### config.mk
export PLATFORM = sky130hd
export DESIGN_NAME = axi_bridge_ip_tx_beat_arbiter
export DESIGN_NICKNAME = d
export VERILOG_FILES = /design/src/rtl/axi_bridge_ip_tx_beat_arbiter.sv
export SDC_FILE = /design/constraint.sdc
export NUM_CORES = 1
export LEC_CHECK = 0
export BUFFER_PORTS_ARGS = -buffer_cell sky130_fd_sc_hd__buf_2
export CAP_MARGIN = 20
export CORE_AREA = 2 2 629 631
export CTS_CLUSTER_DIAMETER = 120
export DETAILED_ROUTE_END_ITERATION = 12
export DIE_AREA = 0 0 631 633
export MAX_ROUTING_LAYER = met4
export PLACE_DENSITY_LB_ADDON = 0.1
export SYNTH_ARGS = -nofsm -noshare
export SYNTH_HDL_FRONTEND = slang
export SYNTH_SLANG_ARGS = --single-unit
### constraint.sdc
create_clock -name clk_i -period 3.78 [get_ports clk_i]
set_clock_uncertainty 0.05 [all_clocks]
set_input_delay 0.945 -clock clk_i [delete_from_list [all_inputs] [get_ports clk_i]]
set_output_delay 0.945 -clock clk_i [all_outputs]
set_load 0.01 [all_outputs]
### src/rtl/axi_bridge_ip_tx_beat_arbiter.sv
// Frame-granular round-robin arbiter that shares one TX segment generator
// between NUM_CH beat sources and holds each grant until the frame completes.
module axi_bridge_ip_tx_beat_arbiter #(
   parameter int NUM_CH  = 4,
   parameter int DATA_W  = 256,
   parameter int IF_W    = 64,
   parameter int TUSER_W = 16,
   localparam int NSEG_W =
      $clog2((DATA_W/8 + IF_W/8 - 1) / (IF_W/8) + 1),
   localparam int LSB_W  = $clog2(DATA_W/8 + 1),
   localparam int CH_W   = $clog2(NUM_CH)
) (
   input  logic                        clk_i,
   input  logic                        rst_ni,
   input  logic                        enable_i,
   input  logic                        flush_i,
   input  logic [NUM_CH-1:0]           ch_mask_i,
   input  logic [NUM_CH-1:0]           ch_valid_i,
   input  logic [NUM_CH*DATA_W-1:0]    ch_data_i,
   input  logic [NUM_CH*DATA_W/8-1:0]  ch_keep_i,
   input  logic [NUM_CH*TUSER_W-1:0]   ch_user_i,
   input  logic [NUM_CH-1:0]           ch_last_i,
   input  logic [NUM_CH*NSEG_W-1:0]    ch_num_segs_i,
   input  logic [NUM_CH*LSB_W-1:0]     ch_last_seg_bytes_i,
   output logic [NUM_CH-1:0]           ch_ready_o,
   output logic                        beat_valid_o,
   output logic [DATA_W-1:0]           beat_data_o,
   output logic [DATA_W/8-1:0]         beat_keep_o,
   output logic [TUSER_W-1:0]          beat_user_o,
   output logic                        beat_last_o,
   output logic [NSEG_W-1:0]           beat_num_segs_o,
   output logic [LSB_W-1:0]            beat_last_seg_bytes_o,
   input  logic                        beat_ready_i,
   input  logic                        frame_done_pulse_i,
   output logic                        grant_valid_o,
   output logic [CH_W-1:0]             grant_ch_o,
   output logic [31:0]                 frames_done_cnt_o,
   output logic                        proto_err_o
);

   localparam int KEEP_W = DATA_W / 8;

   typedef enum logic [1:0] {
      S_IDLE,
      S_GRANT,
      S_DRAIN
   } state_t;

   state_t            r_state;
   state_t            w_state_nxt;
   logic [CH_W-1:0]   r_grant_ch;
   logic [CH_W-1:0]   w_grant_nxt;
   logic [CH_W-1:0]   r_ptr;
   logic [CH_W-1:0]   w_ptr_nxt;
   logic [31:0]       r_cnt;
   logic              r_err;

   logic              w_live;
   logic [NUM_CH-1:0] w_req;
   logic              w_found;
   logic [CH_W-1:0]   w_pick;
   logic [CH_W:0]     w_dist;
   logic [CH_W:0]     w_best;
   logic              w_acc;
   logic              w_last;
   logic              w_zero_seg;
   logic              w_done;
   logic              w_err_set;

   assign w_live = enable_i & ~flush_i;
   assign w_req  = ch_valid_i & ch_mask_i;

   // Closest requester at or above the pointer, measured with wrap.
   always_comb begin
      w_found = 1'b0;
      w_pick  = '0;
      w_best  = '0;
      w_dist  = '0;
      for (int c = 0; c < NUM_CH; c++) begin
         w_dist = (CH_W+1)'(c)
                + ((CH_W'(c) >= r_ptr) ? '0 : (CH_W+1)'(NUM_CH))
                - {1'b0, r_ptr};
         if (w_req[c] && (!w_found || w_dist < w_best)) begin
            w_found = 1'b1;
            w_best  = w_dist;
            w_pick  = CH_W'(c);
         end
      end
   end

   assign beat_data_o = ch_data_i[r_grant_ch*DATA_W +: DATA_W];
   assign beat_keep_o = ch_keep_i[r_grant_ch*KEEP_W +: KEEP_W];
   assign beat_user_o = ch_user_i[r_grant_ch*TUSER_W +: TUSER_W];
   assign beat_last_o = ch_last_i[r_grant_ch];
   assign beat_num_segs_o =
      ch_num_segs_i[r_grant_ch*NSEG_W +: NSEG_W];
   assign beat_last_seg_bytes_o =
      ch_last_seg_bytes_i[r_grant_ch*LSB_W +: LSB_W];

   assign w_last     = ch_last_i[r_grant_ch];
   assign w_zero_seg = (beat_num_segs_o == '0);
   assign w_acc      = (r_state == S_GRANT) & w_live
                     & beat_ready_i & ch_valid_i[r_grant_ch];

   always_comb begin
      ch_ready_o   = '0;
      beat_valid_o = 1'b0;
      if (r_state == S_GRANT && w_live) begin
         beat_valid_o           = ch_valid_i[r_grant_ch];
         ch_ready_o[r_grant_ch] = beat_ready_i;
      end
   end

   always_comb begin
      w_state_nxt = r_state;
      w_grant_nxt = r_grant_ch;
      w_ptr_nxt   = r_ptr;
      w_done      = 1'b0;
      unique case (r_state)
         S_IDLE: begin
            if (w_live && w_found) begin
               w_state_nxt = S_GRANT;
               w_grant_nxt = w_pick;
            end
         end
         S_GRANT: begin
            if (flush_i)
               w_state_nxt = S_IDLE;
            else if (w_acc && w_last)
               w_state_nxt = S_DRAIN;
         end
         S_DRAIN: begin
            // Completion is honoured even while paused.
            if (flush_i) begin
               w_state_nxt = S_IDLE;
            end else if (frame_done_pulse_i) begin
               w_state_nxt = S_IDLE;
               w_done      = 1'b1;
               w_ptr_nxt   = (r_grant_ch == CH_W'(NUM_CH-1))
                           ? '0 : r_grant_ch + 1'b1;
            end
         end
         default: w_state_nxt = S_IDLE;
      endcase
   end

   assign w_err_set = (frame_done_pulse_i && r_state != S_DRAIN)
                    | (w_acc & w_zero_seg);

   always_ff @(posedge clk_i or negedge rst_ni) begin
      if (!rst_ni) begin
         r_state    <= S_IDLE;
         r_grant_ch <= '0;
         r_ptr      <= '0;
         r_cnt      <= '0;
         r_err      <= 1'b0;
      end else begin
         r_state    <= w_state_nxt;
         r_grant_ch <= w_grant_nxt;
         r_ptr      <= w_ptr_nxt;
         if (w_done)
            r_cnt <= r_cnt + 32'd1;
         if (w_err_set)
            r_err <= 1'b1;
      end
   end

   assign grant_valid_o     = (r_state != S_IDLE);
   assign grant_ch_o        = r_grant_ch;
   assign frames_done_cnt_o = r_cnt;
   assign proto_err_o       = r_err;

endmodule

== Yosys cells after proc, flatten, opt, wreduce, memory -nomap -nowiden ==
Index checks and enable logic that the tools add are counted.

* Bits in registers: 39

* Add/sub/neg operators: 9
* $mul: 2
* $lt $le $gt $ge: 9
* Equality and inequality tests: 7
* Shifts and indexed selects: 5
* Multiplexer cells: 32
* Bitwise operators: 9
* Reductions and logical operators: 20

{| class="wikitable"
|+ Operators with widths
! cell !! count
|-
| 1024-bit by 11-bit indexed part select with 256-bit output || 1
|-
| 128-bit by 8-bit indexed part select with 32-bit output || 1
|-
| 64-bit by 7-bit indexed part select with 16-bit output || 1
|-
| 32-bit by 1-bit adder with 32-bit output (second input constant) || 1
|-
| 24-bit by 6-bit indexed part select with 6-bit output || 1
|-
| 3-bit two-way mux || 7
|-
| 2-bit two-way mux || 8
|-
| 1-bit two-way mux || 12
|-
| 12-bit by 5-bit indexed part select with 3-bit output || 1
|-
| 3-bit by 2-bit subtractor with 3-bit output || 4
|-
| 3-bit less-than comparator || 3
|-
| 4-bit AND || 2
|-
| 1-bit logical AND || 8
|-
| 2-bit by 2-bit multiplier with 4-bit output (second input constant) || 2
|-
| 2-bit by 3-bit adder with 3-bit output (first input constant) || 2
|-
| 2-bit case mux with 3 select lines || 1
|-
| 3-bit AND reduction || 2
|-
| 1-bit AND || 5
|-
| 1-bit binary-select mux with 2-bit select || 2
|-
| 2-bit equality test (second input constant) || 2
|-
| 1-bit by 2-bit greater-or-equal comparator with 1-bit output (first input constant) || 2
|-
| 2-bit greater-or-equal comparator (first input constant) || 2
|-
| 4-bit two-way mux || 1
|-
| 2-bit inequality test (second input constant) || 2
|-
| 16 further kinds || 20
|}

== Depth between registers and ports, before layout ==
* Depth after elaboration: 19
* Depth in mapped cells: 15

== Least setup slack after synthesis ==
OpenSTA, ideal clock, no wires.

* Path type: input to register
* Start point: in ch_valid_i[0]
* End point: reg r_grant_ch[0], in the netlist grant_ch_o[0]
* Arrival: 3.344 ns
* Setup slack: 0.266 ns
* Stages on the path: 14
* Cell sequence: and2_1 > a21oi_1 > o21ai_0 > ha_1 > o21ai_0 > a21oi_1 > o31ai_1 > nor2_1 > a21oi_1 > ha_1 > or4_1 > o32ai_1 > or4_1 > a22o_1

* Cells in the longest elaborated chain, start to end: 16
* Elaborated cells on any way between the ends: 25
* Classes of those cells: order compare (3); mux (10); bitwise (1); reduce/logical (11)

{| class="wikitable"
|+ Ends and longest elaborated chain
! element !! line !! source
|-
| start, declared || 18 || <nowiki>input logic [NUM_CH-1:0] ch_valid_i,</nowiki>
|-
| 4-bit AND * || 71 || <nowiki>assign w_req = ch_valid_i & ch_mask_i;</nowiki>
|-
| 3-bit two-way mux or 1-bit two-way mux (tied branches) || 83 || <nowiki>if (w_req[c] && (!w_found || w_dist < w_best)) begin</nowiki>
|-
| 3-bit less-than comparator or 1-bit logical NOT (tied branches) || 83 ||
|-
| 1-bit logical OR || 83 ||
|-
| 1-bit logical AND || 83 ||
|-
| 3-bit two-way mux or 1-bit two-way mux (tied branches) || 83 ||
|-
| 3-bit less-than comparator or 1-bit logical NOT (tied branches) || 83 ||
|-
| 1-bit logical OR || 83 ||
|-
| 1-bit logical AND || 83 ||
|-
| 3-bit two-way mux or 1-bit two-way mux (tied branches) || 83 ||
|-
| 3-bit less-than comparator or 1-bit logical NOT (tied branches) || 83 ||
|-
| 1-bit logical OR || 83 ||
|-
| 1-bit logical AND || 83 ||
|-
| 1-bit two-way mux || 83 ||
|-
| 1-bit logical AND || 121 || <nowiki>if (w_live && w_found) begin</nowiki>
|-
| 2-bit AND reduction (no source line) || - ||
|-
| end signal, assigned || 159 || <nowiki>r_grant_ch <= w_grant_nxt;</nowiki>
|-
| end, declared || 51 || <nowiki>logic [CH_W-1:0] r_grant_ch;</nowiki>
|}

Mark *: on every way between the ends. The rest lies on a longest branch, timed or not.
A chain may end at the register's enable or synchronous reset.

== Final worst setup path ==
Ends and elaborated chain as after synthesis.

==> out/results.ini <==
[critical_path]
setup.worst_path.end_class = flop
max_stage_delay_ns = 0.50
critPathSlowestCell = or4_1
reg2reg_from = r_ptr[0]$_DFFE_PN0P_
crit_cells = 14
rr_worst_depth = 14
cp-endpoint = grant_ch_o[0]$_DFFE_PN0P_
path_cells = buf_2, and2_1, a21oi_1, o21ai_0, ha_1, o21ai_0, a21oi_1, o31ai_1, a21oi_1, ha_1, or4_1, o32ai_1, or4_1, a22o_1
critPathLaunchType = input port
crit_arrival_ns = 3.71
r2r_setup_slack_ns = 0.46
rr_endpoint = grant_ch_o[0]$_DFFE_PN0P_
crit_required_ns = 3.97
path_delay_family = compound AO/OA/AOI/OAI gates
path_common_cell = a21oi_1
path_buf_inv = 1
worstSetupStartpoint = ch_valid_i[0]
cp_max_fo = 4
worstSetupPathType = in2reg

[clock_tree]
cts.path.max_buffers = 2
postCtsHoldBufs = 0
ctsResizeCount = 0
h-tree-depth = 2
cts_made_buffers = 5
cts_tree = yes
clkSinkCount = 39
clk_pin_slew_ns = 0.08
clk_latency_ns = 0.31
cts_root_buf = clkbuf_16
post_cts_buffers = 0

[sta]
whs_ns = 0.416
worstMarginPinSlew_ns = 0.688
finalMaxSlewViolations = 0
slew_headroom_pct = 54.1
hold_viol_final = 0
max_freq_mhz = 284
fin_crit_ns = 3.52
fin_crit_sh_pct = 93.0
fin_ws_ns = 0.263
rsz0062_at_grt = no
setup_viol = 0

[synthesis]
synth.net_count = 1864
syn_inst = 583
synth-async-reset-ratio_pct = 100
yosysUniqueCellTypes = 41
seq_area_frac_synth_pct = 10.3
synth_enable_flop_cells = 0
synth.ff_latch_count = 39
syn_area_sq_mm = 0.00949
ys_warn_count = 0
postSynthAreaPerCell_sq_um = 16.3
synth_ff_type = dfrtp_1

[placement]
port-buffer-count = 1624
hpwl_um = 266000
pre_cts_slack_ns = -0.0457
place_area_sq_mm = 0.0244
gp_congestion = 0.955

[final_layout]
drive_gt1_share_pct = 91.6
post-route-util_pct = 6.44
area_growth_syn_to_layout_pct = 166
fin_area_sq_mm = 0.0253
fill_cells = 46400
fin_nets = 3473

[floorplanning]
rows = 230
io_pins = 1625
die_w_um = 631
start_util_pct = 2.42
die_area_sq_mm = 0.399
die-height_um = 633
core_area_sq_mm = 0.392

[pwr]
ir_drop_mv = 0.148
p_per_area_mw_per_mm2 = 355
leakage_nw = 9.78
finalPower_mw = 8.98

[grt]
grt_pass1_wl_um = 313000
antenna_found_initial = 449
gr-usage-all-layers_pct = 13.6
grt_pass1_vias = 15900
grt-ovfl-total = 0
grt_max_degree = 62

[routing]
postRouteAntennaNets = 0
drc = 0
vias = 16500
viasPerCell = 2.15
drt-initial-drc-count = 887
wire_per_inst_um = 36.0
first_pass_iters = 5
wl_um = 276000

[status]
status = complete, no violations

[min_path]
hold_path_class = reg2reg

[run]
cap_violations = 0

## how the worst min path moves through the flow
stage	cells after the start	slack [ns]	from	to
global placement	1	0.41	frames_done_cnt_o[31]$_DFFE_PN0P_	frames_done_cnt_o[31]$_DFFE_PN0P_
detailed placement	1	0.41	frames_done_cnt_o[31]$_DFFE_PN0P_	frames_done_cnt_o[31]$_DFFE_PN0P_
finish	1	0.42	frames_done_cnt_o[31]$_DFFE_PN0P_	frames_done_cnt_o[31]$_DFFE_PN0P_
floorplan	2	0.45	proto_err_o$_DFFE_PN0P_	proto_err_o$_DFFE_PN0P_
CTS	1	0.42	frames_done_cnt_o[31]$_DFFE_PN0P_	frames_done_cnt_o[31]$_DFFE_PN0P_
global route	1	0.46	frames_done_cnt_o[31]$_DFFE_PN0P_	frames_done_cnt_o[31]$_DFFE_PN0P_
## worst reg2reg max path, cell delays in order, from the launching register on
cell and delay [ns]:
dfrtp_1 0.35, inv_1 0.06, ha_1 0.33, a21oi_1 0.14, o21ai_0 0.14, ha_1 0.29
o21ai_0 0.18, a21oi_1 0.07, o31ai_1 0.34, a21oi_1 0.13, ha_1 0.21, or4_1 0.50
o32ai_1 0.20, or4_1 0.17, a22o_1 0.11
## kinds of logic (layout without fill, tap and decap cells)
group,count (synthesis),in the layout,synth area share [%]
xor gates and xnor gates,31,31,2.86
DFF,39,39,10.3
other,0,265,0
muxes,317,317,75.0
buffers and inverters,75,1685,3.49
adders and majority gates,11,11,1.45
AOI/OAI and AO/OA,22,22,1.40
and+or+nand+nor,88,88,5.51
## cell usage in the layout, fill, tap and decap left out, types with 2 or more instances in the layout
| cell | instances |
|---|---|
| buf_2 | 1619 |
| mux4_2 | 315 |
| diode_2 | 265 |
| dfrtp_1 | 37 |
| buf_4 | 36 |
| nand2_1 | 23 |
| xnor2_1 | 22 |
| buf_12 | 18 |
| nand3_1 | 11 |
| ha_1 | 11 |
| xor2_1 | 9 |
| and2_1 | 8 |
| a21oi_1 | 8 |
| nor2_1 | 8 |
| nand4_1 | 7 |
| nor3_1 | 6 |
| o21ai_0 | 5 |
| and4_1 | 5 |
| clkbuf_16 | 5 |
| inv_1 | 4 |
| a31oi_1 | 2 |
| o31ai_1 | 2 |
| or2_2 | 2 |
| nand3_2 | 2 |
| or4_1 | 2 |
| nor4_1 | 2 |
| and3_1 | 2 |
| nor3_4 | 2 |
| nor2_2 | 2 |
| clkinvlp_4 | 2 |
| dfrtp_4 | 2 |
## synthesized netlist by cell type, types with 4 or more instances
| cell | number | share of area [%] |
|---|---|---|
| a21oi_1 | 8 | 0.42 |
| and2_1 | 8 | 0.53 |
| and4_1 | 5 | 0.46 |
| buf_1 | 11 | 0.44 |
| buf_2 | 34 | 1.8 |
| clkbuf_1 | 24 | 0.95 |
| dfrtp_1 | 39 | 10 |
| ha_1 | 11 | 1.5 |
| inv_1 | 4 | 0.16 |
| mux4_2 | 315 | 75 |
| nand2_1 | 23 | 0.91 |
| nand3_1 | 11 | 0.58 |
| nand4_1 | 7 | 0.46 |
| nor2_1 | 8 | 0.32 |
| nor3_1 | 6 | 0.32 |
| o21ai_0 | 5 | 0.26 |
| xnor2_1 | 22 | 2.0 |
| xor2_1 | 9 | 0.83 |
## layer usage
layer  track usage [%]  wire [um]  vias up
met5                 -          0        -
met4              1.11       5040        0
met3              7.89      38900      500
met2              23.9     138000     1566
met1              13.5      94300     8162
li1                  -          -     6310
## power by group
part,internal (mW),switching [mW]
Sequential,0.436,0.0245
Combinational,3.43,4.63
Clock,0.245,0.220
## area by class of cell
class | instances | area [sq um] | share of cell area [%]
inverter | 4 | 15.0 | 0.0595
timing repair buffer | 1673 | 8730 | 34.6
tap | 5220 | 6530 | 25.9
clock inverter | 3 | 20.0 | 0.0793
clock buffer | 5 | 125 | 0.495
sequential | 39 | 983 | 3.89
multi-input combinational | 469 | 8180 | 32.4
antenna | 265 | 663 | 2.63
## registers in the layout, summed over array words and instances, names as in the netlist
name	cells
frames_done_cnt_o	32
r_ptr	2
r_state	2
grant_ch_o	2
proto_err_o	1
## metrics by stage
| step | setup TNS [ns] | cells |
|---|---|---|
| global route | 0 | 7663 |
| detailed placement | -0.0609 | 7405 |
| floorplan | 0 | 583 |
| global placement | -0.489 | 7405 |
| CTS | 0 | 7413 |
| finish | 0 | 7678 |
(Power assumes the default switching activity.)
